$ cat config.mk
export PLATFORM = sky130hd
export DESIGN_NAME = uart_tx_arbiter
export DESIGN_NICKNAME = d
export VERILOG_FILES = /design/src/rtl/uart_arb_pkg.sv /design/src/rtl/sync_fifo.sv /design/src/rtl/uart_tx_arbiter.sv
export SDC_FILE = /design/constraint.sdc
export NUM_CORES = 1
export LEC_CHECK = 0
export BUFFER_PORTS_ARGS = -buffer_cell sky130_fd_sc_hd__buf_4
export CORE_MARGIN = 2
export CORE_UTILIZATION = 44
export DETAILED_ROUTE_END_ITERATION = 10
export GPL_TIMING_DRIVEN = 0
export HOLD_SLACK_MARGIN = 0.12
export PLACE_DENSITY = 0.58
export SYNTH_ARGS = -nofsm -noshare
export SYNTH_HDL_FRONTEND = slang
export SYNTH_SLANG_ARGS = --single-unit
export TNS_END_PERCENT = 100
$ cat constraint.sdc
create_clock -name clk -period 5.4 [get_ports clk]
set_input_delay 0 -clock clk [delete_from_list [all_inputs] [get_ports clk]]
set_output_delay 0 -clock clk [all_outputs]
set_load 0.05 [all_outputs]
$ cat src/rtl/uart_arb_pkg.sv
// rtl/uart_arb_pkg.sv - shared types and helpers for the uart_tx channel arbiter
package uart_arb_pkg;

    typedef enum logic [1:0] {
        IDLE = 2'd0,
        SEND = 2'd1,
        HOLD = 2'd2
    } arb_state_t;

    // Width of a channel index; never below one bit so a grant register always exists.
    function automatic int ch_idx_w(input int n);
        return (n > 1) ? $clog2(n) : 1;
    endfunction

endpackage

$ cat src/rtl/sync_fifo.sv
// rtl/sync_fifo.sv - single-clock FIFO with count-based full/empty flags
module sync_fifo #(
    parameter int DATA_W = 8,
    parameter int DEPTH  = 4
) (
    input  logic              clk,
    input  logic              resetn,
    input  logic              push,
    input  logic              pop,
    input  logic [DATA_W-1:0] din,
    output logic [DATA_W-1:0] dout,
    output logic              full,
    output logic              empty
);

    localparam int AW = $clog2(DEPTH);
    localparam int CW = AW + 1;

    logic [DATA_W-1:0] mem [DEPTH];
    logic [AW-1:0]     wr_ptr;
    logic [AW-1:0]     rd_ptr;
    logic [CW-1:0]     count;
    logic              push_ok;
    logic              pop_ok;

    // Flags derive from the registered count only, so a same-cycle pop never frees a slot.
    assign full    = (count == CW'(DEPTH));
    assign empty   = (count == '0);
    assign push_ok = push && !full;
    assign pop_ok  = pop && !empty;
    assign dout    = mem[rd_ptr];

    always_ff @(posedge clk) begin
        if (push_ok) begin
            mem[wr_ptr] <= din;
        end
    end

    always_ff @(posedge clk) begin
        if (!resetn) begin
            wr_ptr <= '0;
            rd_ptr <= '0;
            count  <= '0;
        end else begin
            if (push_ok) begin
                wr_ptr <= wr_ptr + AW'(1);
            end
            if (pop_ok) begin
                rd_ptr <= rd_ptr + AW'(1);
            end
            case ({push_ok, pop_ok})
                2'b10:   count <= count + CW'(1);
                2'b01:   count <= count - CW'(1);
                default: count <= count;
            endcase
        end
    end

endmodule

$ cat src/rtl/uart_tx_arbiter.sv
// rtl/uart_tx_arbiter.sv - round-robin N-channel byte arbiter with message lock in front of uart_tx
module uart_tx_arbiter
    import uart_arb_pkg::*;
#(
    parameter int NUM_CH     = 4,
    parameter int DATA_W     = 8,
    parameter int FIFO_DEPTH = 4
) (
    input  logic                          clk,
    input  logic                          reset,
    input  logic [NUM_CH-1:0]             ch_wr,
    input  logic [NUM_CH*DATA_W-1:0]      ch_din,
    input  logic [NUM_CH-1:0]             ch_lock,
    output logic [NUM_CH-1:0]             ch_ready,
    output logic [NUM_CH-1:0]             ch_overflow,
    input  logic                          ovf_clr,
    output logic                          uart_wr,
    output logic [DATA_W-1:0]             uart_din,
    input  logic                          uart_ready,
    output logic [ch_idx_w(NUM_CH)-1:0]   grant_id
);

    localparam int CH_W = ch_idx_w(NUM_CH);

    arb_state_t        state;
    logic [CH_W-1:0]   rr_ptr;
    logic [NUM_CH-1:0] fifo_full;
    logic [NUM_CH-1:0] fifo_empty;
    logic [NUM_CH-1:0] fifo_pop;
    logic [DATA_W-1:0] fifo_dout [NUM_CH];
    logic              pick_valid;
    logic [CH_W-1:0]   pick_sel;

    // Rotate the request vector by ptr and take the first set bit, wrapping at NUM_CH.
    function automatic logic [CH_W:0] rr_pick(input logic [NUM_CH-1:0] req,
                                              input logic [CH_W-1:0]   ptr);
        logic [CH_W:0]   idx;
        logic            found;
        logic [CH_W-1:0] sel;
        found = 1'b0;
        sel   = ptr;
        for (int k = 0; k < NUM_CH; k++) begin
            idx = {1'b0, ptr} + (CH_W+1)'(k);
            if (idx >= (CH_W+1)'(NUM_CH)) begin
                idx = idx - (CH_W+1)'(NUM_CH);
            end
            if (!found && req[idx[CH_W-1:0]]) begin
                found = 1'b1;
                sel   = idx[CH_W-1:0];
            end
        end
        return {found, sel};
    endfunction

    for (genvar i = 0; i < NUM_CH; i++) begin : g_fifo
        sync_fifo #(
            .DATA_W (DATA_W),
            .DEPTH  (FIFO_DEPTH)
        ) u_fifo (
            .clk    (clk),
            .resetn (reset),
            .push   (ch_wr[i] && !fifo_full[i]),
            .pop    (fifo_pop[i]),
            .din    (ch_din[i*DATA_W +: DATA_W]),
            .dout   (fifo_dout[i]),
            .full   (fifo_full[i]),
            .empty  (fifo_empty[i])
        );
    end

    assign ch_ready = ~fifo_full;

    // A locked channel keeps the grant even while its FIFO is empty.
    always_comb begin
        pick_valid = 1'b0;
        pick_sel   = grant_id;
        if (ch_lock[grant_id]) begin
            pick_valid = !fifo_empty[grant_id];
        end else begin
            {pick_valid, pick_sel} = rr_pick(~fifo_empty, rr_ptr);
        end
    end

    always_comb begin
        fifo_pop = '0;
        for (int i = 0; i < NUM_CH; i++) begin
            fifo_pop[i] = (state == IDLE) && uart_ready && pick_valid && (pick_sel == CH_W'(i));
        end
    end

    always_ff @(posedge clk) begin
        if (!reset) begin
            ch_overflow <= '0;
        end else if (ovf_clr) begin
            ch_overflow <= '0;
        end else begin
            ch_overflow <= ch_overflow | (ch_wr & fifo_full);
        end
    end

    always_ff @(posedge clk) begin
        if (!reset) begin
            state    <= IDLE;
            uart_wr  <= 1'b0;
            uart_din <= '0;
            grant_id <= '0;
            rr_ptr   <= '0;
        end else begin
            case (state)
                IDLE: begin
                    if (uart_ready && pick_valid) begin
                        grant_id <= pick_sel;
                        uart_din <= fifo_dout[pick_sel];
                        uart_wr  <= 1'b1;
                        state    <= SEND;
                    end
                end
                SEND: begin
                    uart_wr <= 1'b0;
                    rr_ptr  <= (grant_id == CH_W'(NUM_CH-1)) ? '0 : grant_id + CH_W'(1);
                    state   <= HOLD;
                end
                // One dead cycle lets uart_tx drop uart_ready before the next decision.
                HOLD: begin
                    state <= IDLE;
                end
                default: begin
                    uart_wr <= 1'b0;
                    state   <= IDLE;
                end
            endcase
        end
    end

endmodule

==> impl_metrics.json <==
{
  "syn_area_um2": 7770,
  "power_density_nw_per_um2": 403,
  "fp.dieH_um": 137,
  "fmax_ghz": 0.275,
  "p_leak_nw": 3.43,
  "ys_seq_area_share_pct": 63.7,
  "grt_pass1_wl_um": 24400,
  "synth_top_family_by_area": "multiplexers",
  "synth.area.mux_share_pct": 14.5,
  "pwr-share-clk_pct": 31.7,
  "clock_sinks": 183,
  "wl_met2_um": 7800,
  "synth-simple-area-share_pct": 9.81,
  "min_period_ns": 3.64,
  "synth-seq-cells": 183,
  "vias_per_cell": 5.29,
  "post-route-period-util_pct": 67.4,
  "port_buffers": 62,
  "combPwrFrac_pct": 24.0,
  "grt_util_all_layers_pct": 17.7,
  "area_growth_pct": 22.4,
  "ant_nets": 0,
  "dpl.hpwl_um": 11000,
  "gp_congestion": 0.761,
  "p_seq_share_pct": 44.3,
  "die-area_um2": 18700,
  "fp.dieW_um": 137,
  "place_area_um2": 8510,
  "rr_startpoint": "g_fifo[1].u_fifo.count[2]",
  "worst_hold_startpoint": "uart_ready",
  "vdd_drop_max_mv": 0.311,
  "synth_top_area_cell": "edfxtp_1",
  "globalRouteOverflowTotal": 0,
  "fp-row-count": 48,
  "numCtsBuffers": 17,
  "outcome": "finished clean",
  "wl_per_cell_um": 18.1,
  "swShare_pct": 30.5,
  "cts_root_buffer": "clkbuf_16",
  "rrSetupSlack_ns": 1.76,
  "synth_adder_area_share_pct": 4.41,
  "setup_viol": 0,
  "cts-resized-gates": 0,
  "seqCellArea_um2": 4940,
  "synth_compound_area_share_pct": 3.96,
  "num_vias": 4557,
  "start_util_pct": 44.9,
  "hold_path_class": "in2reg",
  "syn_area_per_cell_um2": 15.5,
  "drc": 0,
  "io_pins": 63,
  "grt_start_max_net_pins": 19,
  "layout.nets": 692,
  "critPathKind": "reg2reg",
  "top_layer": "met4",
  "fin_area_um2": 9510,
  "setup_tns_ns": 0,
  "synth_edf_count": 128,
  "cts-htree-levels": 4,
  "tritoncts": "yes",
  "core_area_um2": 17300,
  "cp-startpoint": "g_fifo[1].u_fifo.count[2]",
  "synth.distinct_cells": 50,
  "clkTransAtPathRegs_ns": 0.07,
  "antennaDiodeCount": 0,
  "ys_top_cells_by_count": "128 x edfxtp_1, 55 x dfxtp_1, 35 x mux4_2, 32 x nor2_1, 25 x and3_1",
  "maxSlewViolCount": 0,
  "yosysMostFrequentCell": "edfxtp_1",
  "p_int_mw": 2.67,
  "synth_top_area_share_pct": 49.5,
  "async_reset_ff_share_pct": 0,
  "drt_iter0_markers": 249,
  "crit_path_start_kind": "register",
  "fin_skew_ns": 0.0121,
  "routed-wl-met3_um": 570,
  "final_util_pct": 55.0,
  "end_kind": "register",
  "fill_cells": 1382,
  "clkLatencyLatePin_ns": 0.43,
  "switching_power_mw": 1.17,
  "rsz0062_at_grt": "false",
  "met1_length_um": 7030,
  "crit_path_max_fanout": 9,
  "tightest_slew_ns": 0.712,
  "cts.path.max_buffers": 2,
  "finalHoldViolations": 0,
  "netlist_top_cells_area": "edfxtp_1 49%, dfxtp_1 14%, mux4_2 10%, ha_1 3.4%, and3_1 2.0%",
  "antenna_found_initial": 0,
  "maxCapViolations": 0,
  "syn_inst": 501,
  "first_global_vias": 4590,
  "synth_ff_type": "edfxtp_1",
  "drive_above_1_share_pct": 24.5,
  "synth_xor_area_share_pct": 1.35,
  "slew_headroom_pct": 51.9,
  "multi_input_area_um2": 2650,
  "worstPathRequired_ns": 5.75,
  "routed_wl_um": 15600,
  "arrival_ns": 3.99,
  "drt_pre_antenna_iters": 5,
  "yosys_warnings": 0,
  "synth_nets": 570
}
==> state kept, by name, summed over array words and instances, names as in the netlist, named ones only <==
| register | cells |
|---|---|
| g_fifo.u_fifo.rd_ptr | 8 |
| uart_din | 8 |
| g_fifo.u_fifo.count | 12 |
| uart_wr | 1 |
| rr_ptr | 2 |
| ch_overflow | 4 |
| state | 2 |
| grant_id | 2 |
| g_fifo.u_fifo.mem | 128 |
| g_fifo.u_fifo.wr_ptr | 8 |
==> kinds of logic after synthesis <==
family | after synthesis
fa+ha+maj | 25
simple gates | 129
mux | 67
buf+inv | 41
xor+xnor | 12
compound gates | 44
flops | 183
==> worst max-delay path, stage by stage, from the launching register on <==
cell	delay [ns]
dfxtp_1	0.36
nor3_2	0.62
a2bb2oi_1	0.17
o2bb2ai_1	0.20
o31a_1	0.38
nor4b_2	0.49
ha_1	0.29
inv_1	0.07
fa_1	0.37
xor2_1	0.16
or3_1	0.31
a21oi_1	0.14
==> path summary, 6_finish.rpt <==
kind	end	cells after the start
worst max register to register	g_fifo[2].u_fifo.count[2]	11
worst max-delay path	g_fifo[2].u_fifo.count[2]	11
worst min register to register	g_fifo[1].u_fifo.rd_ptr[1]	2
worst min-delay path	g_fifo[2].u_fifo.rd_ptr[0]	4
==> placed cells by master (no fill, tap or decap), drive strengths merged, types with 4 or more instances in the layout <==
cell,count
edfxtp,128
buf,76
dfxtp,55
dlygate4sd3,41
mux4,35
nor2,32
inv,29
and3,25
nand2,24
clkbuf,23
ha,21
mux2,17
a21oi,16
mux2i,15
nand2b,12
xor2,8
a221o,8
or3,7
nor3,7
o21ai,6
nor4,5
xnor2,4
a31oi,4
nand3,4
fa,4
clkinv,4
==> through the flow <==
step / worst slack [ns] / hold slack [ns] / power, mW / std cells
floorplan: 1.87 / 0.0989 / 2.37 / 501
global placement: 1.86 / 0.199 / 2.62 / 788
detailed placement: 1.81 / 0.204 / 2.64 / 788
CTS: 1.76 / 0.140 / 3.88 / 861
global route: 1.46 / 0.165 / 4.01 / 861
finish: 1.76 / 0.162 / 3.84 / 861
==> power by group through the flow <==
stage / Clock [mW] / Combinational (mW) / Sequential [mW]
after global placement: 0 / 0.892 / 1.72
after detailed placement: 0 / 0.907 / 1.73
after global routing: 1.30 / 1.00 / 1.71
after floorplan: 0 / 0.560 / 1.81
final: 1.21 / 0.921 / 1.70
after CTS: 1.24 / 0.934 / 1.70
==> layer usage <==
metal | vias up | track usage [%]
li1 | 2165 | -
met1 | 2284 | 23.9
met2 | 95 | 28.7
met3 | 13 | 3.67
met4 | 0 | 5.78
met5 | - | 0
==> layout make-up <==
cell class | count | share of cell area (%)
buffer | 20 | 1.01
tap | 225 | 2.96
timing repair buffer | 103 | 9.21
clock buffer | 17 | 4.47
multi-input combinational | 277 | 27.8
sequential | 183 | 52.0
clock inverter | 15 | 1.67
inverter | 21 | 0.829
==> repair_timing <==
action	in CTS	in global routing
setup buffers	0	0
hold buffers	41	0
endpoints found under the hold margin	145	0
setup endpoints to repair	0	0
No activity file was read; power rests on OpenSTA's default activity.
